--- src/rtl/muscle_channel_scheduler.sv ---
// Time-multiplexes one shared muscle force datapath across NCH channels,
// holding each channel's difference-equation history and total force.

module muscle_channel_state (
    input  logic        clk,
    input  logic        reset,
    input  logic        we,
    input  logic [31:0] spikes_fp,
    input  logic [31:0] h_i,
    input  logic [31:0] t_next,
    output logic [31:0] s1,
    output logic [31:0] s2,
    output logic [31:0] h1,
    output logic [31:0] h2,
    output logic [31:0] t
);
    always_ff @(posedge clk or negedge reset) begin
        if (!reset) begin
            s1 <= '0;
            s2 <= '0;
            h1 <= '0;
            h2 <= '0;
            t  <= '0;
        end else if (we) begin
            s2 <= s1;
            s1 <= spikes_fp;
            h2 <= h1;
            h1 <= h_i;
            t  <= t_next;
        end
    end
endmodule

module muscle_channel_scheduler #(
    parameter int NCH  = 4,
    parameter int CH_W = 2,
    parameter int LAT  = 3
) (
    input  logic              clk,
    input  logic              reset,
    input  logic              i_tick,
    input  logic [NCH-1:0]    i_ch_enable,
    input  logic [NCH*32-1:0] i_spike_cnt,
    output logic              dp_valid,
    output logic [CH_W-1:0]   dp_ch,
    output logic [31:0]       dp_spikes,
    output logic [31:0]       dp_spikes_i1,
    output logic [31:0]       dp_spikes_i2,
    output logic [31:0]       dp_h_i1,
    output logic [31:0]       dp_h_i2,
    output logic [31:0]       dp_T_i,
    input  logic [31:0]       dp_spikes_fp,
    input  logic [31:0]       dp_h_i,
    input  logic [31:0]       dp_T_next,
    input  logic [CH_W-1:0]   rd_addr,
    output logic [31:0]       rd_force,
    output logic              o_busy,
    output logic              o_done,
    output logic              o_overrun,
    input  logic              i_clr_overrun
);
    // Channel-indexed arrays are padded to 2**CH_W so any pointer value is a
    // legal index; padding slots read as zero and are never enabled.
    localparam int NSLOT = 1 << CH_W;

    // SCAN and WB are zero-cycle: folded into the IDLE/WAIT transitions.
    typedef enum logic [2:0] {IDLE, SCAN, ISSUE, WAIT, WB, DONE} state_t;

    state_t              state_q, state_d;
    logic [CH_W-1:0]     ptr_q, ptr_d;
    logic [3:0]          cnt_q, cnt_d;
    logic                latch, wb_en;
    logic [CH_W:0]       first_hit, next_hit;

    logic [NCH-1:0][31:0]   spk_q;
    logic [NCH-1:0]         en_q;
    logic [NSLOT-1:0][31:0] spk_x, s1_a, s2_a, h1_a, h2_a, t_a;
    logic [NSLOT-1:0]       en_x, en_in_x;

    // Lowest set bit of m at or above 'from'; MSB of the result flags a hit.
    function automatic logic [CH_W:0] scan_from(input logic [NSLOT-1:0] m, input int from);
        logic [CH_W:0] r;
        r = '0;
        for (int i = NSLOT - 1; i >= 0; i--)
            if (m[i] && i >= from) r = {1'b1, CH_W'(i)};
        return r;
    endfunction

    for (genvar c = 0; c < NSLOT; c++) begin : g_ch
        if (c < NCH) begin : g_real
            muscle_channel_state u_st (
                .clk       (clk),
                .reset     (reset),
                .we        (wb_en && (ptr_q == CH_W'(c))),
                .spikes_fp (dp_spikes_fp),
                .h_i       (dp_h_i),
                .t_next    (dp_T_next),
                .s1        (s1_a[c]),
                .s2        (s2_a[c]),
                .h1        (h1_a[c]),
                .h2        (h2_a[c]),
                .t         (t_a[c])
            );
            assign spk_x[c]   = spk_q[c];
            assign en_x[c]    = en_q[c];
            assign en_in_x[c] = i_ch_enable[c];
        end else begin : g_pad
            assign s1_a[c]    = '0;
            assign s2_a[c]    = '0;
            assign h1_a[c]    = '0;
            assign h2_a[c]    = '0;
            assign t_a[c]     = '0;
            assign spk_x[c]   = '0;
            assign en_x[c]    = 1'b0;
            assign en_in_x[c] = 1'b0;
        end
    end

    always_ff @(posedge clk or negedge reset) begin
        if (!reset) begin
            spk_q <= '0;
            en_q  <= '0;
        end else if (latch) begin
            spk_q <= i_spike_cnt;
            en_q  <= i_ch_enable;
        end
    end

    assign first_hit = scan_from(en_in_x, 0);
    assign next_hit  = scan_from(en_x, int'(ptr_q) + 1);

    always_ff @(posedge clk or negedge reset) begin
        if (!reset) begin
            state_q <= IDLE;
            ptr_q   <= '0;
            cnt_q   <= '0;
        end else begin
            state_q <= state_d;
            ptr_q   <= ptr_d;
            cnt_q   <= cnt_d;
        end
    end

    always_comb begin
        state_d = state_q;
        ptr_d   = ptr_q;
        cnt_d   = cnt_q;
        latch   = 1'b0;
        wb_en   = 1'b0;
        case (state_q)
            IDLE: if (i_tick) begin
                latch = 1'b1;
                ptr_d = '0;
                if (first_hit[CH_W]) begin
                    ptr_d   = first_hit[CH_W-1:0];
                    state_d = ISSUE;
                end else begin
                    state_d = DONE;
                end
            end
            ISSUE: begin
                cnt_d   = 4'(LAT - 1);
                state_d = WAIT;
            end
            WAIT: begin
                if (cnt_q == '0) begin
                    wb_en = 1'b1;
                    if (next_hit[CH_W]) begin
                        ptr_d   = next_hit[CH_W-1:0];
                        state_d = ISSUE;
                    end else begin
                        state_d = DONE;
                    end
                end else begin
                    cnt_d = cnt_q - 4'd1;
                end
            end
            DONE:    state_d = IDLE;
            default: state_d = IDLE;
        endcase
    end

    assign dp_valid     = (state_q == ISSUE);
    assign o_busy       = (state_q == ISSUE) || (state_q == WAIT);
    assign o_done       = (state_q == DONE);
    assign dp_ch        = ptr_q;
    assign dp_spikes    = spk_x[ptr_q];
    assign dp_spikes_i1 = s1_a[ptr_q];
    assign dp_spikes_i2 = s2_a[ptr_q];
    assign dp_h_i1      = h1_a[ptr_q];
    assign dp_h_i2      = h2_a[ptr_q];
    assign dp_T_i       = t_a[ptr_q];

    // A tick outside IDLE is dropped; the set takes priority over a clear.
    always_ff @(posedge clk or negedge reset) begin
        if (!reset)                           o_overrun <= 1'b0;
        else if (i_tick && state_q != IDLE)   o_overrun <= 1'b1;
        else if (i_clr_overrun)               o_overrun <= 1'b0;
    end

    always_ff @(posedge clk or negedge reset) begin
        if (!reset) rd_force <= '0;
        else        rd_force <= t_a[rd_addr];
    end
endmodule

--- config.mk ---
export PLATFORM = sky130hd
export DESIGN_NAME = muscle_channel_scheduler
export DESIGN_NICKNAME = d
export VERILOG_FILES = /design/src/rtl/muscle_channel_scheduler.sv
export SDC_FILE = /design/constraint.sdc
export NUM_CORES = 1
export LEC_CHECK = 0
export ABC_AREA = 1
export BUFFER_PORTS_ARGS = -buffer_cell sky130_fd_sc_hd__buf_2
export CAP_MARGIN = 25
export CORE_MARGIN = 1
export CORE_UTILIZATION = 37
export DETAILED_ROUTE_END_ITERATION = 12
export GPL_ROUTABILITY_DRIVEN = 0
export HOLD_SLACK_MARGIN = 0.15
export PLACE_DENSITY = 0.55
export SYNTH_ARGS = -nofsm -noshare
export SYNTH_HDL_FRONTEND = slang
export SYNTH_SLANG_ARGS = --single-unit
--- constraint.sdc ---
create_clock -name clk -period 1.8 [get_ports clk]
set_input_delay 0.09 -clock clk [delete_from_list [all_inputs] [get_ports clk]]
set_output_delay 0.09 -clock clk [all_outputs]
set_load 0.01 [all_outputs]
# Yosys cells after proc, flatten, opt, wreduce, memory -nomap -nowiden
# Cells that the tools add are included.
[totals] n_memories=0 ram_bits=0 register_bits=814 elab_cells=108 latch_bits=0 romBits=0
[op_classes] div=0 eq_ne=10 muxes=40 bitwise=0 shift=0 order_cmp=6 multipliers=0 n_addsub=2 n_reduce_logical=20
[ops] operator="32-bit binary-select mux with 2-bit select" n=7
[ops] operator="32-bit 2-to-1 mux" n=7
[ops] operator="3-bit 2-to-1 mux" n=12
[ops] operator="1-bit logical AND" n=9
[ops] operator="3-bit one-hot mux with 3 select lines" n=1
[ops] operator="2-bit 2-to-1 mux" n=4
[ops] operator="2-bit != test, second input constant" n=4
[ops] operator="4-bit one-hot mux with 2 select lines" n=1
[ops] operator="3-bit by 2-bit == test with 1-bit output, second input constant" n=2
[ops] operator="1-bit by 3-bit greater-or-equal comparator with 1-bit output, first input constant" n=2
[ops] operator="2-bit by 3-bit greater-or-equal comparator with 1-bit output, first input constant" n=2
[ops] operator="2-bit by 3-bit less-than comparator with 1-bit output, second input constant" n=2
[ops] operator="1-bit 2-to-1 mux" n=6
[ops] operator="2-bit nonzero test" n=3
[ops] operator="2-bit == test, second input constant" n=2
[ops] operator="4-bit logical NOT" n=1
[ops] operator="4-bit 2-to-1 mux" n=1
[ops] operator="2-bit one-hot mux with 2 select lines" n=1
[ops] operator="2-bit AND reduction" n=2
[ops] operator="4-bit AND reduction" n=1
[ops] operator="4-bit by 1-bit subtractor with 4-bit output, second input constant" n=1
[ops] operator="2-bit by 1-bit adder with 3-bit output, second input constant" n=1
[ops] operator="3-bit == test, second input constant" n=1
[ops] operator="3-bit logical NOT" n=1
[ops] operator="4 further kinds" n=4

# Depth between registers and ports, before layout
# Gate-level depths: netlist (run 1).
[logic_depth] depth_word=10 mapped_depth=9

# Modules after synthesis
# From an unflattened synthesis (run 1), not the netlist that was laid out.
[hier_totals] hier_cells=4404 hier_area_um2=36387.4
[modules_own_cells] mod="muscle_channel_state" instances=4 area_per_inst_um2=6060.8 cells_each=676
[modules_own_cells] mod="muscle_channel_scheduler" instances=1 area_per_inst_um2=12144.1 cells_each=1700

# Worst setup path after synthesis (run 1)
# No wires, ideal clock.
[synth_path] path_type="register -> register" from="reg cnt_q[0]" to="reg g_ch[1].g_real.u_st.h2[15]" required_time_ps=1670 arrival_time_ps=1464 path_stages_with_launch=9 path_slack_ps=205 cell_sequence="dfrtp_1 inv_1 ha_1 nand2_1 inv_1 nand3_1 clkbuf_1 buf_1 o21ai_1"
[synth_between] elab_chain_cells=4
[synth_rtl] item="start: declaration" line_no="71" rtl="logic [3:0] cnt_q, cnt_d;"
[synth_rtl] item="start signal: assignment" line_no="140" rtl="cnt_q <= cnt_d;"
[synth_rtl] item="4-bit logical NOT" line_no="166" rtl="if (cnt_q == '0) begin"
[synth_rtl] item="1-bit 2-to-1 mux" line_no="166"
[synth_rtl] item="1-bit 2-to-1 mux" line_no="150" rtl="case (state_q)"
[synth_rtl] item="1-bit logical AND" line_no="94" rtl=".we (wb_en && (ptr_q == CH_W'(c))),"
[synth_rtl] item="end signal: assignment" line_no="22" rtl="h2 <= '0;"
[synth_rtl] item="end signal: assignment" line_no="27" rtl="h2 <= h1;"
[synth_rtl] item="end: declaration" line_no="14" rtl="output logic [31:0] h2,"
# No other way between the ends.
# A chain may end at the register's enable or synchronous reset.

# Worst setup path in the final report (run 1)
[layout_path] from="reg ptr_q[0] (netlist: dp_ch[0])" to="out dp_h_i2[26]"
[layout_between] elab_chain_cells=2
[layout_rtl] item="start: declaration" line_no="70" rtl="logic [CH_W-1:0] ptr_q, ptr_d;"
[layout_rtl] item="start signal: assignment" line_no="139" rtl="ptr_q <= ptr_d;"
[layout_rtl] item="32-bit binary-select mux with 2-bit select" line_no="191" rtl="assign dp_h_i2 = h2_a[ptr_q];"
[layout_rtl] item="32-bit 2-to-1 mux (implied by the code)" line_no="191"
[layout_rtl] item="end: declaration" line_no="50" rtl="output logic [31:0] dp_h_i2,"
# No other way between the ends. The select of a mux whose other input is x is not followed.

==> reports/qor.log, run 1 <==
qor: clock_tree.clkTransAtPathRegs 0.06 ns
qor: final_layout.layout.area.seq 20300 um2
qor: die.core_area 92200 um2
qor: critical_path.regToRegEndpoint g_ch[0].g_real.u_st.t[3]$_DFFE_PN0P_
qor: global_route.globalRouteOverflowTotal 0
qor: route.first_iter_violations 2521
qor: yosys.synth-warning-count 0
qor: power_and_ir_drop.worst_ir_drop_vdd 1.04 mV
qor: clock_tree.clock_buffers_created_by_tritoncts 91
qor: critical_path.crit_path_cell_trace inv_2 -> nor2_4 -> buf_12 -> buf_16 -> buf_12 -> buf_16 -> a22oi_2 -> nand2_1 -> buf_2
qor: global_route.antenna_found_initial 5
qor: yosys.syn_nets 4108
qor: die.die_area 94900 um2
qor: die.die_w 308 um
qor: timing.slew_headroom 47.0%
qor: route.finalWirelength 113000 um
qor: route.via_per_inst 5.05
qor: timing.slew_violations 0
qor: critical_path.cp-end-kind primary output
qor: global_route.first_global_vias 30.0k
qor: critical_path.timing.critical_path.max_delay_family buffers and inverters
qor: final_layout.syn_to_final_growth 39.3%
qor: clock_tree.cts_tree yes
qor: critical_path.critical_path_buf_inv_count 6
qor: critical_path.r2r_start dp_ch[1]$_DFFE_PN0P_
qor: route.drtAntennaViolNets 0
qor: clock_tree.clkLatencyLatePin 0.65 ns
qor: timing.maxClockFrequency 0.428 GHz
qor: timing.grt_setup_unrepaired true
qor: yosys.yosys.cell_types.count 25
qor: timing.period_minus_slack 2.34 ns
qor: clock_tree.clock-sinks 813
qor: timing.setup_ws -0.536 ns
qor: critical_path.timing.critical_path.from_type register
qor: clock_tree.root_buffer_selected_by_cts sky130_fd_sc_hd__clkbuf_16
qor: timing.finClkSkew 0.0209 ns
qor: yosys.synthCells 3872
qor: timing.finalSetupViolCount 288
qor: die.floorplan.io_pins 464
qor: yosys.ys_ff_latch 813
qor: final_layout.total_area_of_multi_input_combinational_cells 12700 um2
qor: final_layout.post_layout_nets 4893
qor: final_layout.drive_gt1_share 22.7%
qor: critical_path.timing.critical_path.slowest_cell_delay 0.41 ns
qor: power_and_ir_drop.cellPowerDensity 1780 nW/um2
qor: critical_path.r2r_cells 10
qor: yosys.yosys.area.top_type sky130_fd_sc_hd__dfrtp_1
qor: timing.worst-slew-pin-transition 0.793 ns
qor: yosys.yosysSeqAreaShare 58.7%
qor: global_route.grt_start_max_net_pins 99
qor: die.y_dimension_of_the_die 308 um
qor: job.maxCapViolations 0
qor: critical_path.worstSetupPathDepth 9
qor: critical_path.timing.critical_path.arrival 2.25 ns
qor: power_and_ir_drop.finalPower 86100 uW
qor: die.fp-row-count 111
qor: critical_path.worst_ep_required 1.71 ns
qor: timing.final.period_utilization 130%
qor: die.start_util 37.6%
qor: critical_path.crit_type register to primary output
qor: yosys.syn_avg_cell_area 8.95 um2
qor: critical_path.critical_path.slowest_cell sky130_fd_sc_hd__dfrtp_1
qor: global_route.gr-usage-all-layers 23.3%
qor: critical_path.reg2reg_slack -0.09 ns
qor: clock_tree.cts-root-to-sink-buffers 3
qor: route.drt_pre_antenna_iters 5
qor: yosys.syn-cell-area 34700 um2
qor: critical_path.critical_path.max_fanout 9
qor: route.routedWlPerCell 18.9 um
qor: status.failed_checks negative setup slack
qor: placed_design.detailed_place_hpwl 68600 um
qor: global_route.wire_length_of_the_first_global_routing_pass 173000 um
qor: status.outcome finished, violations left
qor: worst_hold_path.hold_path.class input pin to async pin
qor: yosys.synth_largest_type_area_fraction 58.7%
qor: clock_tree.htree_depth 3
qor: timing.fin_tns_setup -86.26 ns
qor: power_and_ir_drop.power.leakage 0.0243 uW
qor: yosys.yosys-top-cells-area sky130_fd_sc_hd__dfrtp_1 59%, sky130_fd_sc_hd__nand2_1 11%, sky130_fd_sc_hd__o21ai_0 9.3%, sky130_fd_sc_hd__a22oi_1 5.8%, sky130_fd_sc_hd__inv_1 4.7%
qor: final_layout.postLayoutCoreUtil 52.4%
qor: route.vias 30.2k
qor: route.post-route-drc-count 0
qor: final_layout.n_fill_cell 8439
qor: placed_design.place.port_buffers 463
qor: timing.timing_hold_violations_final 0
[cells by family after synthesis]
family | Yosys count | share of synthesized area [%]
compound gates | 1239 | 21.0
fa+ha+maj | 2 | 0.0722
buf+inv | 712 | 8.11
flops | 813 | 58.7
simple gates | 1106 | 12.2
[stage by stage]
| step | worst slack [ns] | cells | cell area (um2) | hold slack, ns |
|---|---|---|---|---|
| finish | -0.536 | 5976 | 48300 | 0.178 |
| global route | -0.633 | 5976 | 48300 | 0.183 |
| CTS | -0.567 | 5934 | 46800 | 0.151 |
| detailed placement | -0.00653 | 5471 | 39900 | 0.0109 |
| global placement | -0.0134 | 5471 | 39900 | 0.0123 |
| floorplan | 0.205 | 3872 | 34700 | -0.206 |
[metal layers]
layer	wire length [um]	vias to the layer above	global-route usage [%]
met5	0	-	0
met4	4370	0	9.98
met3	5120	246	3.50
met2	53800	894	37.5
met1	49900	14600	31.2
li1	-	14500	-
[layout make-up]
| class | count | share of cell area, % |
|---|---|---|
| Clock buffer | 133 | 5.56 |
| Inverter | 436 | 3.44 |
| Antenna cell | 5 | 0.0259 |
| Multi-Input combinational cell | 2347 | 26.3 |
| Timing Repair Buffer | 968 | 18.6 |
| Tap cell | 1243 | 3.22 |
| Sequential cell | 813 | 42.1 |
| Clock inverter | 31 | 0.638 |
[what timing repair did]
item / CTS / global route
gates resized for setup: 161 / 209
buffers inserted: 22 / 25
endpoints found under the hold margin: 1366 / 0
cloned: 9 / 14
hold buffers: 269 / 0
pin swaps: 18 / 26
endpoints found under the setup margin: 195 / 757
[Yosys cell counts]
cell,number
sky130_fd_sc_hd__nand2_1,989
sky130_fd_sc_hd__dfrtp_1,813
sky130_fd_sc_hd__o21ai_0,644
sky130_fd_sc_hd__inv_1,433
sky130_fd_sc_hd__a22oi_1,266
sky130_fd_sc_hd__o21ai_1,195
sky130_fd_sc_hd__clkbuf_1,172
sky130_fd_sc_hd__o221ai_1,96
sky130_fd_sc_hd__nor2_1,79
sky130_fd_sc_hd__buf_2,67
sky130_fd_sc_hd__nand3_1,32
sky130_fd_sc_hd__o22ai_1,32
sky130_fd_sc_hd__buf_1,22
sky130_fd_sc_hd__buf_4,15
sky130_fd_sc_hd__a21oi_1,3
sky130_fd_sc_hd__ha_1,2
sky130_fd_sc_hd__inv_2,2
sky130_fd_sc_hd__nor3_1,2
sky130_fd_sc_hd__o21bai_1,2
sky130_fd_sc_hd__clkinv_1,1
sky130_fd_sc_hd__nand3_2,1
sky130_fd_sc_hd__nand3b_1,1
sky130_fd_sc_hd__nor2_2,1
sky130_fd_sc_hd__nor2_4,1
sky130_fd_sc_hd__o21a_1,1
[flip-flops by register name (all words and copies together) (netlist names), 2 cells and up]
register and count:
g_ch.g_real.u_st.s1 128, g_ch.g_real.u_st.h2 128, cnt_q 4, g_ch.g_real.u_st.t 128
dp_ch 2, g_ch.g_real.u_st.s2 128, g_ch.g_real.u_st.h1 128, rd_force 32
state_q 3, spk_q 128, en_q 3
[tightest hold or removal path, cell delays in order]
cell and delay, ns:
sky130_fd_sc_hd__dlygate4sd3_1 0.59, sky130_fd_sc_hd__buf_8 0.24, sky130_fd_sc_hd__buf_12 0.27
[how the worst max path moves through the flow]
stage	startpoint	to	slack, ns
CTS	dp_ch[1]$_DFFE_PN0P_	dp_h_i2[26]	-0.57
global placement	dp_ch[1]$_DFFE_PN0P_	dp_spikes_i1[14]	-0.01
detailed placement	dp_ch[1]$_DFFE_PN0P_	dp_spikes_i1[14]	-0.007
global route	dp_ch[1]$_DFFE_PN0P_	dp_T_i[3]	-0.63
finish	dp_ch[0]$_DFFE_PN0P_	dp_h_i2[26]	-0.54
floorplan	cnt_q[0]$_DFFE_PN0P_	g_ch[1].g_real.u_st.h2[15]$_DFFE_PN0P_	0.21
[power by group]
group,switching (uW),total (uW),internal [uW]
sequential,5270,31700,26400
clock,7680,18600,10900
combinational,19800,35800,16000
total,32700,86100,53400
[placed cells by master (no fill, tap or decap), drive strengths merged, types with 32 or more instances in the layout]
cell type | synthesis | routed
clkbuf | 172 | 148
nor2 | 81 | 81
inv | 435 | 440
dfrtp | 813 | 813
nand2 | 989 | 989
o221ai | 96 | 96
buf | 104 | 683
o22ai | 32 | 32
o21ai | 839 | 839
dlygate4sd3 | 0 | 269
a22oi | 266 | 266
nand3 | 33 | 33
No activity file was read; power rests on OpenSTA's default activity.
==> run 2, diff against run 1 <==
--- a/config.mk
+++ b/config.mk
@@ -5,15 +5,14 @@
 export SDC_FILE = /design/constraint.sdc
 export NUM_CORES = 1
 export LEC_CHECK = 0
-export ABC_AREA = 1
 export BUFFER_PORTS_ARGS = -buffer_cell sky130_fd_sc_hd__buf_2
 export CAP_MARGIN = 25
 export CORE_MARGIN = 1
-export CORE_UTILIZATION = 37
+export CORE_UTILIZATION = 45
 export DETAILED_ROUTE_END_ITERATION = 12
 export GPL_ROUTABILITY_DRIVEN = 0
 export HOLD_SLACK_MARGIN = 0.15
-export PLACE_DENSITY = 0.55
+export PLACE_DENSITY = 0.65
 export SYNTH_ARGS = -nofsm -noshare
 export SYNTH_HDL_FRONTEND = slang
 export SYNTH_SLANG_ARGS = --single-unit
==> run 2 against run 1 <==
The run still ends with negative setup slack left. Wire length shrank 17%. Sequential share of layout area up 0.36 points. Register-to-register slack got worse by 0.37 ns. Synthesized cell count is 48% lower. Count of clock-buffer cells in the layout is 11 lower. Clock power is essentially flat. Sequential power increased by 4%. Hold slack improved by 0.039 ns. Die area fell by 16%. Combinational power is 5% higher. Via count fell by 29%. Worst setup slack worse by 0.046 ns. Largest power group unchanged.
==> reports/qor.log, run 2 <==
qor: final_layout.syn_to_final_growth 35.6%
qor: clock_tree.cts-root-to-sink-buffers 3 [unchanged]
qor: final_layout.drive_gt1_share 53.7% [+31 points]
qor: critical_path.crit_type register to primary output
qor: global_route.first_global_vias 23.7k [-21%]
qor: yosys.synth_largest_type_area_fraction 57.6% [-1.1 points]
qor: timing.finalSetupViolCount 905 [+210%]
qor: critical_path.timing.critical_path.slowest_cell_delay 0.58 ns [+0.17 ns]
qor: power_and_ir_drop.cellPowerDensity 1860 nW/um2 [+4.5%]
qor: yosys.ys_ff_latch 813 [unchanged]
qor: final_layout.mostFrequentLayoutCell sky130_fd_sc_hd__dfrtp_1
qor: clock_tree.clkTransAtPathRegs 0.06 ns [about the same]
qor: yosys.yosys-top-cells-count 813 x sky130_fd_sc_hd__dfrtp_1, 429 x sky130_fd_sc_hd__mux2_2, 343 x sky130_fd_sc_hd__mux2_1
qor: final_layout.finish.instance_area 47900 um2 [-0.81%]
qor: worst_hold_path.hold_path_end spk_q[117]$_DFFE_PN0P_
qor: placed_design.dpl-instance-area 39900 um2 [about the same]
qor: status.outcome finished, violations left
qor: placed_design.detailed_place_hpwl 56600 um [-17%]
qor: critical_path.r2r_cells 9 [-1]
qor: die.core_area 77600 um2 [-16%]
qor: global_route.wire_length_of_the_first_global_routing_pass 138000 um [-20%]
qor: critical_path.cp-end-kind primary output
qor: worst_hold_path.timing.hold.worst_path_depth 3
qor: route.via_per_inst 5.42 [+7.4%]
qor: critical_path.regToRegEndpoint g_ch[2].g_real.u_st.h2[2]$_DFFE_PN0P_
qor: route.routedWlPerCell 23.8 um [+26%]
qor: clock_tree.root_buffer_selected_by_cts sky130_fd_sc_hd__clkbuf_16
qor: critical_path.timing.critical_path.arrival 2.29 ns [+0.04 ns]
qor: route.drtAntennaViolNets 0 [unchanged]
qor: critical_path.critical_path.slowest_cell sky130_fd_sc_hd__mux4_2
qor: route.post-route-drc-count 0 [unchanged]
qor: yosys.syn_nets 2245 [-45%]
qor: clock_tree.clock-sinks 813 [unchanged]
qor: global_route.globalRouteOverflowTotal 0 [unchanged]
qor: critical_path.r2r_start cnt_q[0]$_DFFE_PN0P_
qor: timing.maxClockFrequency 0.420 GHz [-1.9%]
qor: critical_path.reg2reg_slack -0.46 ns [-0.37 ns]
qor: die.die_area 79600 um2 [-16%]
qor: critical_path.crit_path_cell_trace buf_12 -> buf_16 -> buf_12 -> mux4_2 -> buf_6
qor: yosys.synth-async-reset-ratio 100% [unchanged]
qor: yosys.yosys.area.top_type sky130_fd_sc_hd__dfrtp_1
qor: yosys.synth-warning-count 0 [unchanged]
qor: die.floorplan.io_pins 464 [unchanged]
qor: final_layout.postLayoutCoreUtil 61.7% [+9.4 points]
qor: yosys.syn_avg_cell_area 17.6 um2 [+96%]
qor: final_layout.mostFrequentLayoutCells 811 x sky130_fd_sc_hd__dfrtp_1, 429 x sky130_fd_sc_hd__mux2_2, 361 x sky130_fd_sc_hd__buf_2
qor: critical_path.cp_common_cell sky130_fd_sc_hd__buf_12
qor: timing.finClkSkew 0.0174 ns [-0.00358 ns]
qor: global_route.gr-usage-all-layers 22.4% [-0.87 points]
qor: timing.slew_violations 0 [unchanged]
qor: clock_tree.clock_buffers_created_by_tritoncts 87 [-4.4%]
qor: global_route.grt_start_max_net_pins 67 [-32%]
qor: worst_hold_path.hold_path.class input pin to register
qor: worst_hold_path.worstHoldStart i_spike_cnt[117]
qor: yosys.syn-cell-area 35300 um2 [+1.9%]
qor: yosys.synthCells 2009 [-48%]
qor: final_layout.post_layout_nets 3089 [-37%]
qor: clock_tree.htree_depth 3 [unchanged]
qor: yosys.yosys-top-cells-area sky130_fd_sc_hd__dfrtp_1 58%, sky130_fd_sc_hd__mux4_2 14%, sky130_fd_sc_hd__mux2_2 14%, sky130_fd_sc_hd__mux2_1 11%, sky130_fd_sc_hd__buf_2 0.99%
qor: timing.setup_ws -0.581 ns [-0.0459 ns]
qor: critical_path.critical_path.max_fanout 11 [+2]
qor: global_route.antenna_found_initial 8 [+3]
qor: timing.period_minus_slack 2.38 ns [+0.0459 ns]
qor: timing.grt_setup_unrepaired true
qor: status.failed_checks negative setup slack
qor: timing.timing_hold_violations_final 0 [unchanged]
qor: power_and_ir_drop.power.leakage 0.0218 uW [-10%]
qor: yosys.yosys.cell_types.count 41 [+64%]
qor: power_and_ir_drop.worst_ir_drop_vdd 1.18 mV [+14%]
qor: critical_path.worst_ep_required 1.71 ns [about the same]
qor: placed_design.place.port_buffers 463 [unchanged]
qor: yosys.yosysSeqAreaShare 57.6% [-1.1 points]
qor: yosys.synth.most_common_cell sky130_fd_sc_hd__dfrtp_1
qor: timing.final.period_utilization 132% [+2.5 points]
qor: clock_tree.clkLatencyLatePin 0.63 ns [-0.02 ns]
qor: die.fp-row-count 102 [-8.1%]
qor: timing.worst-slew-pin-transition 0.506 ns [-0.287 ns]
qor: job.maxCapViolations 0 [unchanged]
qor: route.drt_pre_antenna_iters 5 [unchanged]
qor: die.die_w 282 um [-8.4%]
qor: route.finalWirelength 94400 um [-17%]
qor: die.start_util 45.5% [+7.9 points]
qor: route.vias 21.5k [-29%]
qor: clock_tree.cts_tree yes
qor: yosys.synth_enable_flop_cells 0 [unchanged]
qor: timing.slew_headroom 66.2% [+19 points]
qor: yosys.synth_flop_cell sky130_fd_sc_hd__dfrtp_1
qor: die.y_dimension_of_the_die 282 um [-8.4%]
qor: route.first_iter_violations 1009 [-60%]
qor: critical_path.timing.critical_path.from_type register
==> run 2: cell types whose count changed in the layout (fill, tap and decap cells not counted), sizes merged, moves of 29 or more <==
cell,change
o22ai,-31
nand2,-987
o221ai,-96
nor2,-73
dlygate4sd3,-33
o21ai,-834
a22oi,-265
nand3,-29
buf,-60
mux2,+772
inv,-429
mux4,+224
==> run 2: where the power goes <==
group / switching [uW] / internal, uW / total (uW) / leakage (uW)
Combinational: 14900 / 22700 / 37700 / 0.0104
Sequential: 5610 / 27300 / 32900 / 0.00985
Clock: 7500 / 11200 / 18700 / 0.00149
==> run 2: how the worst max path moves through the flow <==
| stage | start | to | cells past startpoint |
|---|---|---|---|
| after floorplan | cnt_q[0]$_DFFE_PN0P_ | g_ch[2].g_real.u_st.h1[0]$_DFFE_PN0P_ | 8 |
| after global placement | cnt_q[0]$_DFFE_PN0P_ | g_ch[2].g_real.u_st.h2[18]$_DFFE_PN0P_ | 8 |
| after detailed placement | cnt_q[0]$_DFFE_PN0P_ | g_ch[2].g_real.u_st.h1[22]$_DFFE_PN0P_ | 8 |
| after CTS | dp_ch[0]$_DFFE_PN0P_ | dp_h_i1[1] | 5 |
| after global routing | dp_ch[0]$_DFFE_PN0P_ | dp_spikes[11] | 4 |
| final | dp_ch[0]$_DFFE_PN0P_ | dp_h_i1[25] | 5 |
==> run 2: stage by stage <==
| step | cells | power, uW | hold slack [ns] | setup slack (ns) | setup TNS, ns |
|---|---|---|---|---|---|
| finish | 3971 | 89200 | 0.217 | -0.581 | -315.98 |
| global route | 3970 | 94000 | 0.198 | -0.643 | -376.34 |
| CTS | 3914 | 87000 | 0.177 | -0.631 | -290.39 |
| detailed placement | 3494 | 64300 | 0.0712 | -0.380 | -180.89 |
| global placement | 3494 | 62800 | 0.0643 | -0.373 | -189.19 |
| floorplan | 2009 | 51600 | -0.206 | -0.230 | -96.31 |
==> run 2: routing by layer <==
metal | share of wire, % | wire length, um | global-route usage, % | up-vias
met4 | 3.3 | 3120 | 7.68 | 6
met3 | 5.1 | 4830 | 4.99 | 186
met1 | 40 | 38000 | 28.1 | 11500
met5 | 0.043 | 41 | 0 | -
li1 | - | - | - | 9301
met2 | 51 | 48400 | 38.4 | 516
==> run 2: area by class of cell <==
class / instances / area (um2)
fillers: 5609 / 29700
flip-flops and latches: 813 / 20400
multi-input cells: 1053 / 14600
repair buffers: 893 / 8610
clock buffers: 122 / 2490
well taps: 1040 / 1300
clock inverters: 39 / 510
inverters: 5 / 18.8
diodes: 6 / 15.0
==> run 2: repair_timing <==
action / CTS / global route
resized for setup: 109 / 176
endpoints found under the hold margin: 1363 / 0
pin swaps: 0 / 2
setup buffers: 15 / 14
hold buffers: 236 / 0
cloned: 8 / 37
endpoints found under the setup margin: 875 / 955
==> run 2: cell families (layout without fill, tap and decap cells) <==
group / count (synthesis) / after routing / share of synthesized area (%)
buf+inv: 143 / 1059 / 2.35
compound gates: 18 / 18 / 0.354
other cells: 0 / 6 / 0
simple gates: 33 / 33 / 0.602
mux: 998 / 998 / 39.0
fa+ha+maj: 2 / 2 / 0.0709
xor+xnor: 2 / 2 / 0.0496
flops: 813 / 813 / 57.6
==> run 2: worst max-delay path: cells and delay by family, from the launching register on <==
| kind | cells | cell delay, ns |
|---|---|---|
| buffers and inverters | 4 | 0.64 |
| muxes | 1 | 0.58 |
| DFF | 1 | 0.43 |
==> run 3, diff against run 2 <==
--- a/config.mk
+++ b/config.mk
@@ -5,7 +5,7 @@
 export SDC_FILE = /design/constraint.sdc
 export NUM_CORES = 1
 export LEC_CHECK = 0
-export BUFFER_PORTS_ARGS = -buffer_cell sky130_fd_sc_hd__buf_2
+export BUFFER_PORTS_ARGS = -buffer_cell sky130_fd_sc_hd__buf_4
 export CAP_MARGIN = 25
 export CORE_MARGIN = 1
 export CORE_UTILIZATION = 45
==> run 3 against run 2 <==
The flow still finishes with violations (negative setup slack). Clock power increased by 4%. Worst setup slack gained 0.025 ns. Maximum frequency rose by 1.0%. Hold slack lost 0.029 ns. Power grew 5.0%. Register-to-register slack worse by 0.08 ns. Sequential power about the same. First-iteration DRC count rose by 16%. Combinational power rose by 9.0%. Non-clock buffer count is 57 higher. Die area is the same. Global-route usage is 0.54 points higher. Critical endpoint is now dp_spikes_i1[18]. Highest routed layer unchanged.
==> reports/qor.log, run 3 (same netlist as run 2, synthesis figures left out) <==
qor: clock_tree.cts_tree yes
qor: placed_design.detailed_place_hpwl 56300 um [-0.62%]
qor: job.maxCapViolations 0 [unchanged]
qor: timing.slew_headroom 61.4% [-4.8 points]
qor: timing.final.period_utilization 131% [-1.4 points]
qor: die.y_dimension_of_the_die 282 um [unchanged]
qor: power_and_ir_drop.finalPower 93700 uW [+5.0%]
qor: critical_path.timing.critical_path.arrival 2.27 ns [-0.02 ns]
qor: route.routedWlPerCell 26.3 um [+10%]
qor: clock_tree.clkLatencyLatePin 0.64 ns [about the same]
qor: power_and_ir_drop.netSwitchingFraction 31.0% [-0.38 points]
qor: power_and_ir_drop.power.leakage 0.0232 uW [+6.7%]
qor: die.floorplan.io_pins 464 [unchanged]
qor: global_route.first_global_vias 23.7k [+0.017%]
qor: power_and_ir_drop.clockPowerShare 20.8% [about the same]
qor: critical_path.timing.critical_path.slowest_cell_delay 0.52 ns [-0.06 ns]
qor: final_layout.mostFrequentLayoutCells 811 x sky130_fd_sc_hd__dfrtp_1, 429 x sky130_fd_sc_hd__mux2_2, 422 x sky130_fd_sc_hd__buf_4
qor: power_and_ir_drop.power_switching 29100 uW [+3.7%]
qor: worst_hold_path.hold_path.class input pin to async pin
qor: final_layout.layoutNonFillerInstCount 4029 [+1.5%]
qor: power_and_ir_drop.worst_ir_drop_vdd 1.24 mV [+4.9%]
qor: route.first_iter_violations 1166 [+16%]
qor: clock_tree.cts-root-to-sink-buffers 3 [unchanged]
qor: route.drtAntennaViolNets 0 [unchanged]
qor: timing.finClkSkew 0.0254 ns [+0.00803 ns]
qor: die.start_util 45.5% [unchanged]
qor: timing.maxClockFrequency 0.424 GHz [+1.0%]
qor: critical_path.crit_path_cell_trace buf_12 -> clkbuf_16 -> clkbuf_16 -> mux4_2 -> buf_6
qor: power_and_ir_drop.cellPowerDensity 1860 nW/um2 [-0.29%]
qor: global_route.globalRouteOverflowTotal 0 [unchanged]
qor: timing.fin_tns_setup -365.93 ns [-49.95 ns]
qor: placed_design.place.port_buffers 463 [unchanged]
qor: timing.fin_hold_ws 0.188 ns [-0.0293 ns]
qor: global_route.gr-usage-all-layers 23.0% [+0.54 points]
qor: clock_tree.clkTransAtPathRegs 0.06 ns [about the same]
qor: status.failed_checks negative setup slack
qor: power_and_ir_drop.power.combinational.fraction 43.9% [+1.7 points]
qor: placed_design.post-place-cells 3483 [-0.31%]
qor: timing.slew_violations 0 [unchanged]
qor: timing.finalSetupViolCount 837 [-7.5%]
qor: timing.grt_setup_unrepaired true
qor: die.die_w 282 um [unchanged]
qor: route.via_per_inst 5.49 [+1.2%]
qor: global_route.grt_start_max_net_pins 95 [+42%]
qor: critical_path.cp_common_cell sky130_fd_sc_hd__clkbuf_16
qor: global_route.antenna_found_initial 7 [-1]
qor: clock_tree.htree_depth 3 [unchanged]
qor: clock_tree.clock-sinks 813 [unchanged]
qor: die.fp-row-count 102 [unchanged]
qor: route.finalWirelength 106000 um [+12%]
qor: final_layout.mostFrequentLayoutCell sky130_fd_sc_hd__dfrtp_1
qor: clock_tree.root_buffer_selected_by_cts sky130_fd_sc_hd__clkbuf_16
qor: critical_path.critical_path.max_fanout 8 [-3]
qor: timing.worst-slew-pin-transition 0.579 ns [+0.0723 ns]
qor: critical_path.crit_type register to primary output
qor: critical_path.cp-end-kind primary output
qor: route.post-route-drc-count 0 [unchanged]
qor: final_layout.post_layout_nets 3148 [+1.9%]
qor: clock_tree.clock_buffers_created_by_tritoncts 89 [+2.3%]
qor: critical_path.timing.critical_path.from_type register
qor: die.die_area 79600 um2 [unchanged]
qor: timing.period_minus_slack 2.36 ns [-0.0247 ns]
qor: final_layout.drive_gt1_share 58.6% [+4.8 points]
qor: route.drt_pre_antenna_iters 5 [unchanged]
qor: timing.timing_hold_violations_final 0 [unchanged]
qor: power_and_ir_drop.p_int 64600 uW [+5.6%]
qor: placed_design.dp_worst_setup_slack -0.404 ns [-0.0240 ns]
qor: power_and_ir_drop.seq_power_share 35.4% [-1.5 points]
qor: critical_path.critical_path.slowest_cell sky130_fd_sc_hd__mux4_2
qor: timing.setup_ws -0.557 ns [+0.0247 ns]
qor: final_layout.syn_to_final_growth 42.8%
qor: global_route.wire_length_of_the_first_global_routing_pass 140000 um [+1.6%]
qor: die.core_area 77600 um2 [unchanged]
qor: route.vias 22.1k [+2.7%]
qor: status.outcome finished, violations left
qor: critical_path.worst_ep_required 1.71 ns [about the same]
run 3: cell count changes in the layout (fill, tap and decap cells not counted), sizes merged:
cell,before,now
bufbuf,4,2
clkbuf,152,177
bufinv,10,12
clkinv,21,16
clkinvlp,2,4
buf,623,661
inv,11,9
run 3: critical path: cells and delay by family, from the launching register on:
kind     cells  cell delay [ns]
buf+inv      4             0.68
mux          1             0.52
flops        1             0.43
run 3: worst paths after layout:
check	cells past startpoint	from	slack (ns)	endpoint
min in group clk	3	i_spike_cnt[84]	0.23	spk_q[84]$_DFFE_PN0P_
max in group asynchronous	4	reset	0.71	spk_q[35]$_DFFE_PN0P_
worst max-delay path	5	dp_ch[0]$_DFFE_PN0P_	-0.56	dp_spikes_i1[18]
worst max register to register	10	cnt_q[0]$_DFFE_PN0P_	-0.54	g_ch[2].g_real.u_st.h1[19]$_DFFE_PN0P_
worst min-delay path	3	reset	0.19	g_ch[1].g_real.u_st.t[19]$_DFFE_PN0P_
worst min register to register	1	g_ch[1].g_real.u_st.s2[21]$_DFFE_PN0P_	0.49	g_ch[1].g_real.u_st.s2[21]$_DFFE_PN0P_
run 3: layout make-up:
type / count / area, um2
antenna: 6 / 15.0
tap: 1040 / 1300
sequential: 813 / 20400
timing repair buffer: 950 / 10600
multi-input combinational: 1053 / 15000
clock buffer: 126 / 2610
inverter: 5 / 18.8
fill: 5410 / 27200
clock inverter: 36 / 543
run 3: power groups by stage:
stage / Sequential, uW / Combinational [uW] / Clock, uW
global placement: 32400 / 33100 / 0
finish: 33200 / 41100 / 19400
floorplan: 31000 / 20600 / 0
global route: 34300 / 43300 / 20600
detailed placement: 33100 / 33800 / 0
CTS: 32800 / 37100 / 19800
run 3: what timing repair did:
action / 4_1_cts / 5_1_grt
endpoints found under the setup margin: 838 / 920
hold buffers: 236 / 0
pin swaps: 4 / 4
gates cloned: 12 / 75
resized for setup: 132 / 316
endpoints found under the hold margin: 1366 / 0
buffers inserted: 30 / 32
run 3: metrics by stage:
step / cell area [um2] / util (%)
2_1_floorplan: 35300 / -
3_3_place_gp: 40700 / 52.5
3_5_place_dp: 40700 / 52.5
4_1_cts: 47400 / 61.0
5_1_grt: 50400 / 65.0
6_report: 50400 / 65.0
run 3: per-layer routing:
| layer | wire [um] | vias up | global-route usage [%] | part of all wire, % |
|---|---|---|---|---|
| li1 | - | 9434 | - | - |
| met1 | 43000 | 11900 | 28.8 | 41 |
| met2 | 53700 | 592 | 38.8 | 51 |
| met3 | 5520 | 199 | 5.64 | 5.2 |
| met4 | 3580 | 2 | 7.98 | 3.4 |
| met5 | 8 | - | 0 | 0.0076 |
